<file path="src/rtl/bomb_pkg.sv">
// Shared bomb-game definitions: controller game_state codes and the tick generator's
// state encoding. The controller and countdown block import the same constants.
package bomb_pkg;

  localparam logic [7:0] GS_INIT     = 8'h00;
  localparam logic [7:0] GS_ARMED    = 8'h10;
  localparam logic [7:0] GS_DEFUSED  = 8'h20;
  localparam logic [7:0] GS_EXPLODED = 8'h30;

  typedef enum logic [1:0] {
    TS_IDLE = 2'd0,
    TS_RUN  = 2'd1,
    TS_HOLD = 2'd2,
    TS_DONE = 2'd3
  } tick_state_t;

  // Defused and exploded both end the round and freeze the timebase.
  function automatic logic gs_is_final(input logic [7:0] gs);
    return (gs == GS_DEFUSED) || (gs == GS_EXPLODED);
  endfunction

endpackage

</file>
<file path="src/rtl/sec_tick_gen_if.sv">
// Controller-facing bundle of the tick generator: game inputs in, timebase outputs out.
interface sec_tick_gen_if;

  logic [7:0] game_state;
  logic [1:0] strikes;
  logic       sec_timer;
  logic       half_tick;
  logic       blink;
  logic [7:0] elapsed;

  modport master (
    output game_state, strikes,
    input  sec_timer, half_tick, blink, elapsed
  );

  modport slave (
    input  game_state, strikes,
    output sec_timer, half_tick, blink, elapsed
  );

endinterface

</file>
<file path="src/rtl/tick_period_lut.sv">
// Strike count to tick period P and half point H, in clock cycles. Every table entry
// is an elaboration-time constant, so this reduces to a 4:1 mux.
module tick_period_lut #(
  parameter int CLK_HZ = 50_000_000,
  parameter int CNT_W  = 26
) (
  input  logic [1:0]       i_strikes,
  output logic [CNT_W-1:0] o_period,
  output logic [CNT_W-1:0] o_half
);

  // Each strike shaves a quarter off the nominal second; CLK_HZ/4 must stay >= 2.
  localparam logic [CNT_W-1:0] P0 = CNT_W'(CLK_HZ);
  localparam logic [CNT_W-1:0] P1 = CNT_W'(CLK_HZ * 3 / 4);
  localparam logic [CNT_W-1:0] P2 = CNT_W'(CLK_HZ / 2);
  localparam logic [CNT_W-1:0] P3 = CNT_W'(CLK_HZ / 4);

  always_comb begin
    o_period = P0;
    unique case (i_strikes)
      2'd0: o_period = P0;
      2'd1: o_period = P1;
      2'd2: o_period = P2;
      2'd3: o_period = P3;
    endcase
    o_half = o_period >> 1;
  end

endmodule

</file>
<file path="src/rtl/sec_tick_gen.sv">
// Countdown timebase: strike-scaled one-cycle second pulse, midpoint pulse, blink phase
// and a saturating tick count, advancing only while the game is armed.
module sec_tick_gen
  import bomb_pkg::*;
#(
  parameter int CLK_HZ = 50_000_000,
  parameter int CNT_W  = 26
) (
  input logic           clk,
  input logic           reset,
  sec_tick_gen_if.slave bus
);

  tick_state_t      r_state, w_state_nxt;
  logic [CNT_W-1:0] r_cnt, w_cnt_nxt;
  logic [CNT_W-1:0] w_period, w_half, w_last, w_mid;
  logic             r_sec, w_sec_nxt;
  logic             r_half, w_half_nxt;
  logic             r_blink, w_blink_nxt;
  logic [7:0]       r_elapsed, w_elapsed_nxt;
  logic             w_armed, w_final, w_init;

  tick_period_lut #(
    .CLK_HZ (CLK_HZ),
    .CNT_W  (CNT_W)
  ) u_lut (
    .i_strikes (bus.strikes),
    .o_period  (w_period),
    .o_half    (w_half)
  );

  assign w_last  = w_period - CNT_W'(1);
  assign w_mid   = w_half - CNT_W'(1);
  assign w_armed = (bus.game_state == GS_ARMED);
  assign w_final = gs_is_final(bus.game_state);
  assign w_init  = (bus.game_state == GS_INIT);

  always_comb begin
    w_state_nxt   = r_state;
    w_cnt_nxt     = r_cnt;
    w_sec_nxt     = 1'b0;
    w_half_nxt    = 1'b0;
    w_blink_nxt   = r_blink;
    w_elapsed_nxt = r_elapsed;
    unique case (r_state)
      TS_IDLE: begin
        w_cnt_nxt   = '0;
        w_blink_nxt = 1'b1;
        if (w_armed) begin
          w_state_nxt   = TS_RUN;
          w_elapsed_nxt = '0;
        end
      end
      TS_RUN: begin
        if (w_armed) begin
          // >= rather than == so a strike that shrinks P below cnt still ticks next cycle.
          if (r_cnt >= w_last) begin
            w_cnt_nxt     = '0;
            w_sec_nxt     = 1'b1;
            w_blink_nxt   = 1'b1;
            w_elapsed_nxt = (r_elapsed != 8'hFF) ? r_elapsed + 8'd1 : r_elapsed;
          end else begin
            w_cnt_nxt = r_cnt + CNT_W'(1);
            if (r_cnt == w_mid) begin
              w_half_nxt  = 1'b1;
              w_blink_nxt = 1'b0;
            end
          end
        end else if (w_final) begin
          w_state_nxt = TS_DONE;
        end else begin
          w_state_nxt = TS_HOLD;
        end
      end
      TS_HOLD: begin
        if (w_armed)      w_state_nxt = TS_RUN;
        else if (w_final) w_state_nxt = TS_DONE;
      end
      TS_DONE: begin
        // Leaving DONE lands directly on the idle values; elapsed stays for the score display.
        if (w_init) begin
          w_state_nxt = TS_IDLE;
          w_cnt_nxt   = '0;
          w_blink_nxt = 1'b1;
        end
      end
    endcase
  end

  always_ff @(posedge clk or negedge reset) begin
    if (!reset) begin
      r_state   <= TS_IDLE;
      r_cnt     <= '0;
      r_sec     <= 1'b0;
      r_half    <= 1'b0;
      r_blink   <= 1'b1;
      r_elapsed <= '0;
    end else begin
      r_state   <= w_state_nxt;
      r_cnt     <= w_cnt_nxt;
      r_sec     <= w_sec_nxt;
      r_half    <= w_half_nxt;
      r_blink   <= w_blink_nxt;
      r_elapsed <= w_elapsed_nxt;
    end
  end

  assign bus.sec_timer = r_sec;
  assign bus.half_tick = r_half;
  assign bus.blink     = r_blink;
  assign bus.elapsed   = r_elapsed;

endmodule
</file>
<file path="src/flat_wrapper.sv">
// flat-port wrapper written by rule: the top's interface ports become plain ports
module sec_tick_gen_flat import bomb_pkg::*;
#(
  parameter int CLK_HZ = 50_000_000,
  parameter int CNT_W  = 26
)
  (clk, reset, bus_game_state, bus_strikes, bus_sec_timer, bus_half_tick, bus_blink, bus_elapsed);
  sec_tick_gen_if bus_i ();
  input logic clk;
  input logic reset;
  input wire logic [$bits(bus_i.game_state)-1:0] bus_game_state;
  input wire logic [$bits(bus_i.strikes)-1:0] bus_strikes;
  output wire logic [$bits(bus_i.sec_timer)-1:0] bus_sec_timer;
  output wire logic [$bits(bus_i.half_tick)-1:0] bus_half_tick;
  output wire logic [$bits(bus_i.blink)-1:0] bus_blink;
  output wire logic [$bits(bus_i.elapsed)-1:0] bus_elapsed;
  assign bus_i.game_state = bus_game_state;
  assign bus_i.strikes = bus_strikes;
  assign bus_sec_timer = bus_i.sec_timer;
  assign bus_half_tick = bus_i.half_tick;
  assign bus_blink = bus_i.blink;
  assign bus_elapsed = bus_i.elapsed;
  sec_tick_gen #(.CLK_HZ(CLK_HZ), .CNT_W(CNT_W)) u_core (.clk(clk), .reset(reset), .bus(bus_i));
endmodule
</file>
<file path="config.mk">
export PLATFORM = sky130hd
export DESIGN_NAME = sec_tick_gen_flat
export DESIGN_NICKNAME = d
export VERILOG_FILES = /design/src/rtl/bomb_pkg.sv /design/src/rtl/sec_tick_gen_if.sv /design/src/rtl/tick_period_lut.sv /design/src/rtl/sec_tick_gen.sv /design/src/flat_wrapper.sv
export SDC_FILE = /design/constraint.sdc
export NUM_CORES = 1
export LEC_CHECK = 0
export ABC_AREA = 1
export BUFFER_PORTS_ARGS = -buffer_cell sky130_fd_sc_hd__buf_2
export CORE_AREA = 2 2 84 107
export CTS_BUF_LIST = sky130_fd_sc_hd__clkbuf_8
export DETAILED_ROUTE_END_ITERATION = 8
export DIE_AREA = 0 0 86 109
export SLEW_MARGIN = 20
export SYNTH_ARGS = -nofsm -noshare
export SYNTH_HDL_FRONTEND = slang
export SYNTH_SLANG_ARGS = --single-unit
</file>
<file path="constraint.sdc">
create_clock -name clk -period 4.65 [get_ports clk]
set_input_delay 0.6975 -clock clk [delete_from_list [all_inputs] [get_ports clk]]
set_output_delay 0.6975 -clock clk [all_outputs]
set_load 0.01 [all_outputs]
</file>
==> results, run 1 <==
- The flow ran to the end, and the final reports show no timing, DRC or antenna violations.
- Row generation in the floorplan step produced 38 rows.
- The post-synthesis cell area is around 3200 um2.
- The number of nets with antenna violations after detailed routing is 0.
- The final count of pins violating max slew came to 0.
- The synthesized area per cell is 6.910 um2.
- The number of cells on the worst reg-to-reg path is 9.
- The area growth from synthesis to layout is 9.073%.
- Of the post-synthesis cell area, the dominant cell type holds 29.85%.
- Clock skew on the completed layout was measured at 0.01332 ns.
- The number of nets in the final layout is 513.
- The first-iteration detailed-routing DRC count is 196.
- The worst setup path is launched from an input pin.
- In this run, synthesis inferred 0 flip-flops with an integrated enable.
- In the routed design, unresolved DRC markers number 0.
- The number of antenna diodes in the final layout is 0.
- In this run the post-CTS setup repair buffer count came out at 0.
- The critical path start-end classification is in2reg.
- The upper clock frequency limit is 356.6 MHz.
- The wire length per cell after detailed routing is between 10 and 15 um.
- The tightest slew margin relative to the limit is 37.28%.
- The leakage dissipation is 0.001669 uW.
- The die outline height is between 100 and 150 um.
- The effective utilization at floorplan is 37.85%.
- The critical register-to-register path startpoint is u_core.r_state[1].
- The number of nets in the synthesized netlist is 492.
- CTS placed an instance of clkbuf_8 at the clock tree root.
- The count of endpoints failing hold in the final timing report was 0.
- The clock period could shrink to 2.805 ns.
- Counting instances in the post-synthesis netlist gives the leading cell types as nand2_1 (116), nor2_1 (68), inv_1 (48).
- The TritonCTS sink count is 39.
- The post-synthesis sequential element count is 39.
- The end of the worst register-to-register path is u_core.r_cnt[2].
- The detailed-routing iteration count for the pre-antenna-repair pass is 4.
- The most frequently used flop master after synthesis is dfrtp_1.
- The setup TNS is 0 ns.
- The most common cell in the netlist is nand2_1.
- The peak ir drop on the vdd network is between 150 and 200 uV.
- The pin count of the biggest net entering global routing is 40.
- Across the run, the number of max-cap violations was 0.
- For this run, asynchronously set or reset flops after synthesis account for 100.0%.
- The placer congestion estimate is 0.9072.
- The delay contributed by the slowest stage of the critical path is between 0.4 and 0.5 ns.
- The number of global-route vias before repair is 3006.
- After synthesis, the cell types taking the most area are dfrtp_1 (30%), nand2_1 (14%), nor2_1 (8.0%), ha_1 (7.5%), nand3_1 (6.1%).
- The total power is 953.8 uW.
- In this run the horizontal extent of the chip is approximately 86 um.
- The HPWL after detailed placement is 6547 um.
- The transition at the pin with the smallest max-transition slack is 0.9408 ns.
- Of all cell types, the one taking the most synthesized area is dfrtp_1.
- The core box area is approximately 8400 um2.
- The largest individual stage delay along the critical path comes from the cell ha_1.
- The post-route fraction of the period consumed by the critical path is 60.31%.
- The arrival time at the worst endpoint is 3.04 ns.
- The floorplan die area is 9374 um2.
- Buffers inserted during clock tree synthesis total 5.
- The H-tree depth is 2.
- For this design the ratio of total power to cell area is 274.5 nW/um2.
- The internal reg-to-reg setup slack is 2.39 ns.
- The classification of the worst-slack hold path is in2async.
- Setup repair after global routing left no endpoint under its margin.
- The nature of the critical path endpoint is a flip-flop.
- Global routing finished with a remaining overflow of 0.
- At the worst endpoint, the required time is 4.88 ns.
- Across all layers, the routed design uses 3037 vias.
- The maximum buffer depth of the clock tree is 2.
- Counting every instance in the synthesized netlist gives 461.
- The number of gates resized after CTS was 0.
- The share of cells above drive strength 1 is about 14%.
- Counting distinct cell types in the post-synthesis netlist gives 36.
- Setup violations remaining at the end of the flow were counted as 0.
- The first global-routing pass estimated 14370 um of wire.
- The critical path goes through buf_2 > inv_1 > ha_1 > ha_1 > a21oi_1 > o21ai_0 > nor2_1 > nand4_2 > nand2_1 > inv_2 > nor2_1.
- The CTS tree is yes.
- Buffers placed on the I/O ports in this run total 22.
- The top-level port count is 23.
- The number of antenna violations at the first check in global routing is 0.
- Global routing used 19.49% of the available tracks across all layers.
- Using the TritonRoute via totals, the vias-per-cell ratio works out to about 5.2.
- For this run, the number of Yosys warnings is 0.
- Along the worst path, the maximum fanout reaches 12.
- The number of buffers inserted for hold repair after clock tree synthesis is 0.
- For the worst-skew pair, the clock arrives at the later sink with an insertion delay of 0.30 ns.
- The clock-pin slew of the registers on the worst-case setup and hold paths is 0.09 ns.
- The share of the Yosys chip area taken by registers is 30.68%.
- The total wire length is around 8700 um.
## kinds of logic after synthesis
| kind of cell | synth area share (%) |
|---|---|
| AO/OA/AOI/OAI | 6.559 |
| adder cells (fa/ha/maj) | 7.463 |
| AND/OR/NAND/NOR | 42.26 |
| flip-flops | 30.68 |
| buffers and inverters | 8.640 |
| XOR/XNOR | 4.399 |
## worst max-delay path: cells and delay by family
kind                     cells  cell delay (ns)
AO/OA/AOI/OAI                2             0.23
adder cells (fa/ha/maj)      2             0.74
AND/OR/NAND/NOR              4             0.97
buffers and inverters        3             0.40
## worst max path at each step
stage	slack [ns]	endpoint	startpoint	depth (start not counted)
2_1_floorplan	2.20	u_core.bus.elapsed[7]	bus_strikes[1]	13
3_3_place_gp	1.66	u_core.r_cnt[4]	bus_strikes[1]	14
3_5_place_dp	1.53	u_core.r_cnt[2]	bus_strikes[1]	11
4_1_cts	1.85	u_core.r_cnt[2]	bus_strikes[1]	11
5_1_grt	1.52	u_core.r_cnt[2]	bus_strikes[1]	11
6_report	1.85	u_core.r_cnt[2]	bus_strikes[1]	11
## metal layers
layer | up-vias | GRT usage (%) | share of wire (%)
li1 | 1534 | - | -
met1 | 1396 | 23.66 | 43
met2 | 84 | 34.50 | 49
met3 | 23 | 2.120 | 4.2
met4 | 0 | 8.730 | 3.8
met5 | - | 0 | 0
## metrics by stage
step	setup WS, ns	util (%)	instances	cell area [um2]	hold slack, ns
6_report	1.845	41.29	583	3475	0.5367
3_3_place_gp	1.657	40.02	575	3368	0.4928
5_1_grt	1.523	41.29	583	3475	0.5694
3_5_place_dp	1.527	40.02	575	3368	0.5121
4_1_cts	1.851	41.29	583	3475	0.5331
2_1_floorplan	2.199	-	461	3186	0.4019
## registers in the layout, summed over array words and instances (netlist names)
| name | flops |
|---|---|
| u_core.r_cnt | 26 |
| u_core.bus.elapsed | 8 |
| u_core.r_state | 2 |
| u_core.bus.blink | 1 |
| u_core.bus.half_tick | 1 |
| u_core.bus.sec_timer | 1 |
## report_power, final
group / switching, uW / total, uW / internal [uW]
Clock: 129 / 285 / 156
Combinational: 223 / 288 / 64.8
Sequential: 22.4 / 380 / 358
Total: 374 / 954 / 579
## layout make-up
type,count,area [um2]
Tap cell,100,125.1
Inverter,57,215.2
Clock inverter,3,37.54
Multi-Input combinational cell,356,1933
Clock buffer,5,68.82
Fill cell,882,4941
Timing Repair Buffer,23,117.6
Sequential cell,39,977.2
## layout by cell type (no fill, tap or decap), types with 2 or more instances in the layout
| cell type | instances |
|---|---|
| dfrtp_1 | 38 |
| nand3_2 | 6 |
| ha_1 | 19 |
| nand2_2 | 5 |
| xor2_1 | 14 |
| nor4_1 | 2 |
| buf_2 | 22 |
| nor2_1 | 68 |
| nand2_1 | 116 |
| nor3_1 | 11 |
| o211ai_1 | 3 |
| nor3_2 | 6 |
| nor2_2 | 6 |
| xnor2_1 | 2 |
| inv_2 | 8 |
| clkbuf_8 | 5 |
| nor2_4 | 4 |
| o21ai_1 | 5 |
| inv_1 | 50 |
| and3_1 | 2 |
| a21oi_1 | 13 |
| o21ai_0 | 11 |
| nand3b_1 | 2 |
| nand4_1 | 15 |
| nand3_1 | 39 |
| nand4_2 | 2 |
No activity file was read; power rests on OpenSTA's default activity.
==> run 2: changes to the inputs <==
ABC_AREA = 0   (was 1)
CORE_AREA = 2 2 79 99   (was 2 2 84 107)
DIE_AREA = 0 0 81 101   (was 0 0 86 109)
clock period = 2.82 ns   (was 4.65 ns; I/O delays follow)
==> results, run 2 <==
- The flow ran to the end, and the final reports show no timing, DRC or antenna violations.
- The startpoint type of the worst setup path is an input pin.
- The number of nets in the synthesized netlist is 349.
- Setup repair after global routing left no endpoint under its margin.
- Of all nets on the critical path, the largest fanout is 8.
- For this design, the slowest cell found on the critical path is a2111o_1.
- Summed over all layers, the global routing overflow is 0.
- A synthesized cell averages 8.668 um2.
- The maximum buffer depth of the clock tree is 2.
- The count of endpoints failing hold in the final timing report is 0.
- The mapped netlist covers 2756 um2.
- After synthesis the netlist holds a flip-flop and latch count of 39.
- The most frequently used flop master after synthesis is dfrtp_1.
- The tightest slew margin relative to the limit is 41.27%.
- The top-level port count is 23.
- The fill cell total of the finished layout is 763.
- In the post-synthesis netlist, the biggest area contributors are dfrtp_1 (34%), ha_1 (8.6%), xnor2_1 (4.8%), nor2_1 (4.6%), nand2_1 (4.2%).
- The pin count of the biggest net entering global routing is 40.
- The H-tree was split into 2 levels.
- The via total after detailed routing is 2505.
- For this run, the top clock speed supported by timing is roughly 390 MHz.
- The worst-case IR drop observed on VDD is 178.5 uV.
- The number of clock buffers added by TritonCTS is 5.
- The async set-reset flop share out of synthesis is 100.0%.
- The final hold slack is 0.2397 ns.
- After synthesis, the largest area contributor takes up roughly a third of total cell area.
- The first-iteration detailed-routing DRC count is 94.
- The detailed-routing iteration count for the pre-antenna-repair pass is 5.
- The floorplan step set the die height to around 100 um.
- The transition at the pin with the smallest max-transition slack is 0.8810 ns.
- By area, the combinational part of the netlist is dominated by simple AND/OR/NAND/NOR gates.
- The number of setup violations in the final report is 0.
- In this run the remaining antenna-violating nets after routing total 0.
- The die covers 8181 um2.
- The total of cells resized after clock tree synthesis is 0.
- The critical path start-end classification is in2reg.
- The TritonCTS sink count is 39.
- The core region is 7269 um2.
- The cell type with the highest aggregate area in the netlist is dfrtp_1.
- Summing the areas of all and, or, nand and nor instances in the mapped netlist gives 29.10% of the synthesized area.
- On the final layout, the worst clock skew is 0.01460 ns.
- The most frequent standard cell in the layout excluding fill and tap cells is dfrtp_1.
- In the finished design, the share of the clock period the worst path needs comes to 91.95%.
- The final count of pins violating max slew came to 0.
- Summing the areas of all xor and xnor instances in the mapped netlist gives under 10% of the synthesized area.
- Counting flops with a built-in enable in the synthesized netlist gives 0.
- The cell area after placement is 3059 um2.
- Counting both buffers and inverters, the worst setup path holds a total of 2.
- The arrival time at the worst endpoint is 2.75 ns.
- The yosys synthesis warning count is 0.
- The area fraction in compound gates after synthesis is between 10% and 20%.
- The area added between synthesis and finish is 15.48%.
- The critical path goes through buf_2 > inv_1 > ha_1 > ha_1 > nand4_1 > nor2_1 > o2111ai_1 > a2111o_1 > nand3_1 > o2bb2ai_1.
- Counting flops per register, the top entry is u_core.r_cnt.
- After detailed routing, the met2 layer carries approximately 3500 um of wire.
- Summing the areas of all fa, ha and maj instances in the mapped netlist gives 8.625% of the synthesized area.
- The share of cells above drive strength 1 is between 10% and 20%.
- The sequential-to-total area share from yosys stat is 35.45%.
- Clock-pin slew was measured on the worst setup and hold paths at 0.08 ns.
- In this run, distinct cell masters in the synthesized netlist total 52.
- The number of antenna violations at the first check in global routing is 0.
- Buffers added to address setup during post-CTS repair amount to 0.
- The met1 routed wirelength after detailed routing is 2971 um.
- In the layout the commonest cells are dfrtp_1 (38), nor2_1 (34), nand2_1 (31).
- The commonest cells after synthesis are dfrtp_1 (38), nor2_1 (34), nand2_1 (31).
- The smallest clock period supported by the final layout is computed as 2.593 ns.
- The number of global-route vias before repair is 2442.
- The total DRC errors in the routed layout is 0.
- Synthesis handed over a netlist of ~320 instances.
- The CTS tree is yes.
- The placer congestion estimate is 0.8886.
- The setup TNS is 0 ns.
- For this run, the post-layout net count is 381.
- The number of placement rows is 35.
- The most repeated library cell on the critical path is ha_1.
- For the worst-skew pair, the clock arrives at the later sink with an insertion delay of 0.30 ns.
- In this design, the stage delay of the slowest critical-path cell is 0.58 ns.
- STA puts the critical path data required time at 2.98 ns.
- The effective utilization at floorplan is 37.92%.
- The total met3 wirelength after detailed routing is around 270 um.
- The number of port buffers is 22.
- The proportion of synthesized area in mux cells is 1.180%.
- The post-layout instance area is 3183 um2.
- Measured along the x axis, the die boundary spans 81 um.
- The kind of cell with the highest combined delay along the critical path is compound AO/OA/AOI/OAI gates.
- The register with the most flip-flops in the layout has 26 of them.
- The most common cell in the synthesized netlist is dfrtp_1.
- The analysis attributes to cell leakage a power of 0.001362 uW.
- The nature of the critical path endpoint is a flip-flop.
- The detailed placer's ending HPWL is 5188 um.
- For this design the ratio of total power to cell area is 440.0 nW/um2.
- The first global-routing pass estimated 12010 um of wire.
- The wire length per cell after detailed routing is 15.75 um.
- 0 antenna diodes ended up in the layout.
- The total power is 1400 uW.
- Global routing consumed, over all layers together, 18.84% of the routing resources.
- The total wire length is between 6000 and 7000 um.
- The routed via count divided by cell count is 5.655.
- The number of buffers inserted for hold repair after clock tree synthesis is 0.
- The classification of the worst-slack hold path is in2async.
- The clock root buffer master is clkbuf_8.
- The tool flagged a number of max-cap violations equal to 0.
- The detailed router used layers up to and including met4.
==> run 2: cell count changes in the layout (fill, tap and decap cells not counted), moves of 8 or more <==
cell / delta
nor2_1: -34
nand2_1: -85
inv_1: -42
buf_4: +15
xnor2_1: +13
nand3_1: -22
inv_2: -8
==> run 2: cell type report <==
type / count / area (um2) / area share, %
well taps: 92 / 115.1 / 3.616
repair buffers: 39 / 250.2 / 7.862
clock buffers: 6 / 82.58 / 2.594
inverters: 9 / 33.78 / 1.061
flip-flops and latches: 39 / 977.2 / 30.70
clock inverters: 2 / 35.03 / 1.101
multi-input cells: 256 / 1689 / 53.07
==> run 2: cells by family after synthesis <==
logic type / count (synthesis)
xor gates and xnor gates: 22
and+or+nand+nor: 152
DFF: 39
AOI/OAI and AO/OA: 60
muxes: 3
adders and majority gates: 19
buffers and inverters: 23
==> run 2: where the power goes <==
group / internal (uW) / switching [uW]
clock network: 287 / 209
registers: 600 / 45.8
logic: 100 / 159
total: 987 / 414
==> run 2: path summary, 6_finish.rpt <==
kind / cells past startpoint / endpoint / from / slack (ns)
setup / recovery: 10 / u_core.r_cnt[16] / bus_strikes[1] / 0.23
setup reg to reg: 7 / u_core.r_cnt[16] / u_core.r_cnt[1] / 0.43
hold / removal: 1 / u_core.r_cnt[8] / reset / 0.24
hold reg to reg: 2 / u_core.r_cnt[20] / u_core.r_cnt[20] / 0.57
max in group asynchronous: 1 / u_core.r_cnt[21] / reset / 2.01
min in group clk: 3 / u_core.r_state[0] / bus_game_state[4] / 0.42
==> run 2: worst register-to-register path: cells and delay by family (launching register included) <==
kind / cells / cell delay [ns]
DFF: 1 / 0.43
and+or+nand+nor: 3 / 0.68
AOI/OAI and AO/OA: 3 / 0.88
adders and majority gates: 1 / 0.26
==> run 2: per-layer routing <==
metal,GRT usage (%),up-vias
met4,8.605,0
li1,-,1216
met5,0,-
met3,2.778,14
met2,31.47,64
met1,23.70,1211
==> run 2: per-stage QoR <==
step	std cells	worst slack, ns	utilization (%)
CTS	443	0.2063	43.70
global route	443	0.04512	43.79
floorplan	318	0.2293	-
detailed placement	435	-0.09939	42.08
global placement	435	-0.03859	42.08
finish	443	0.2271	43.79
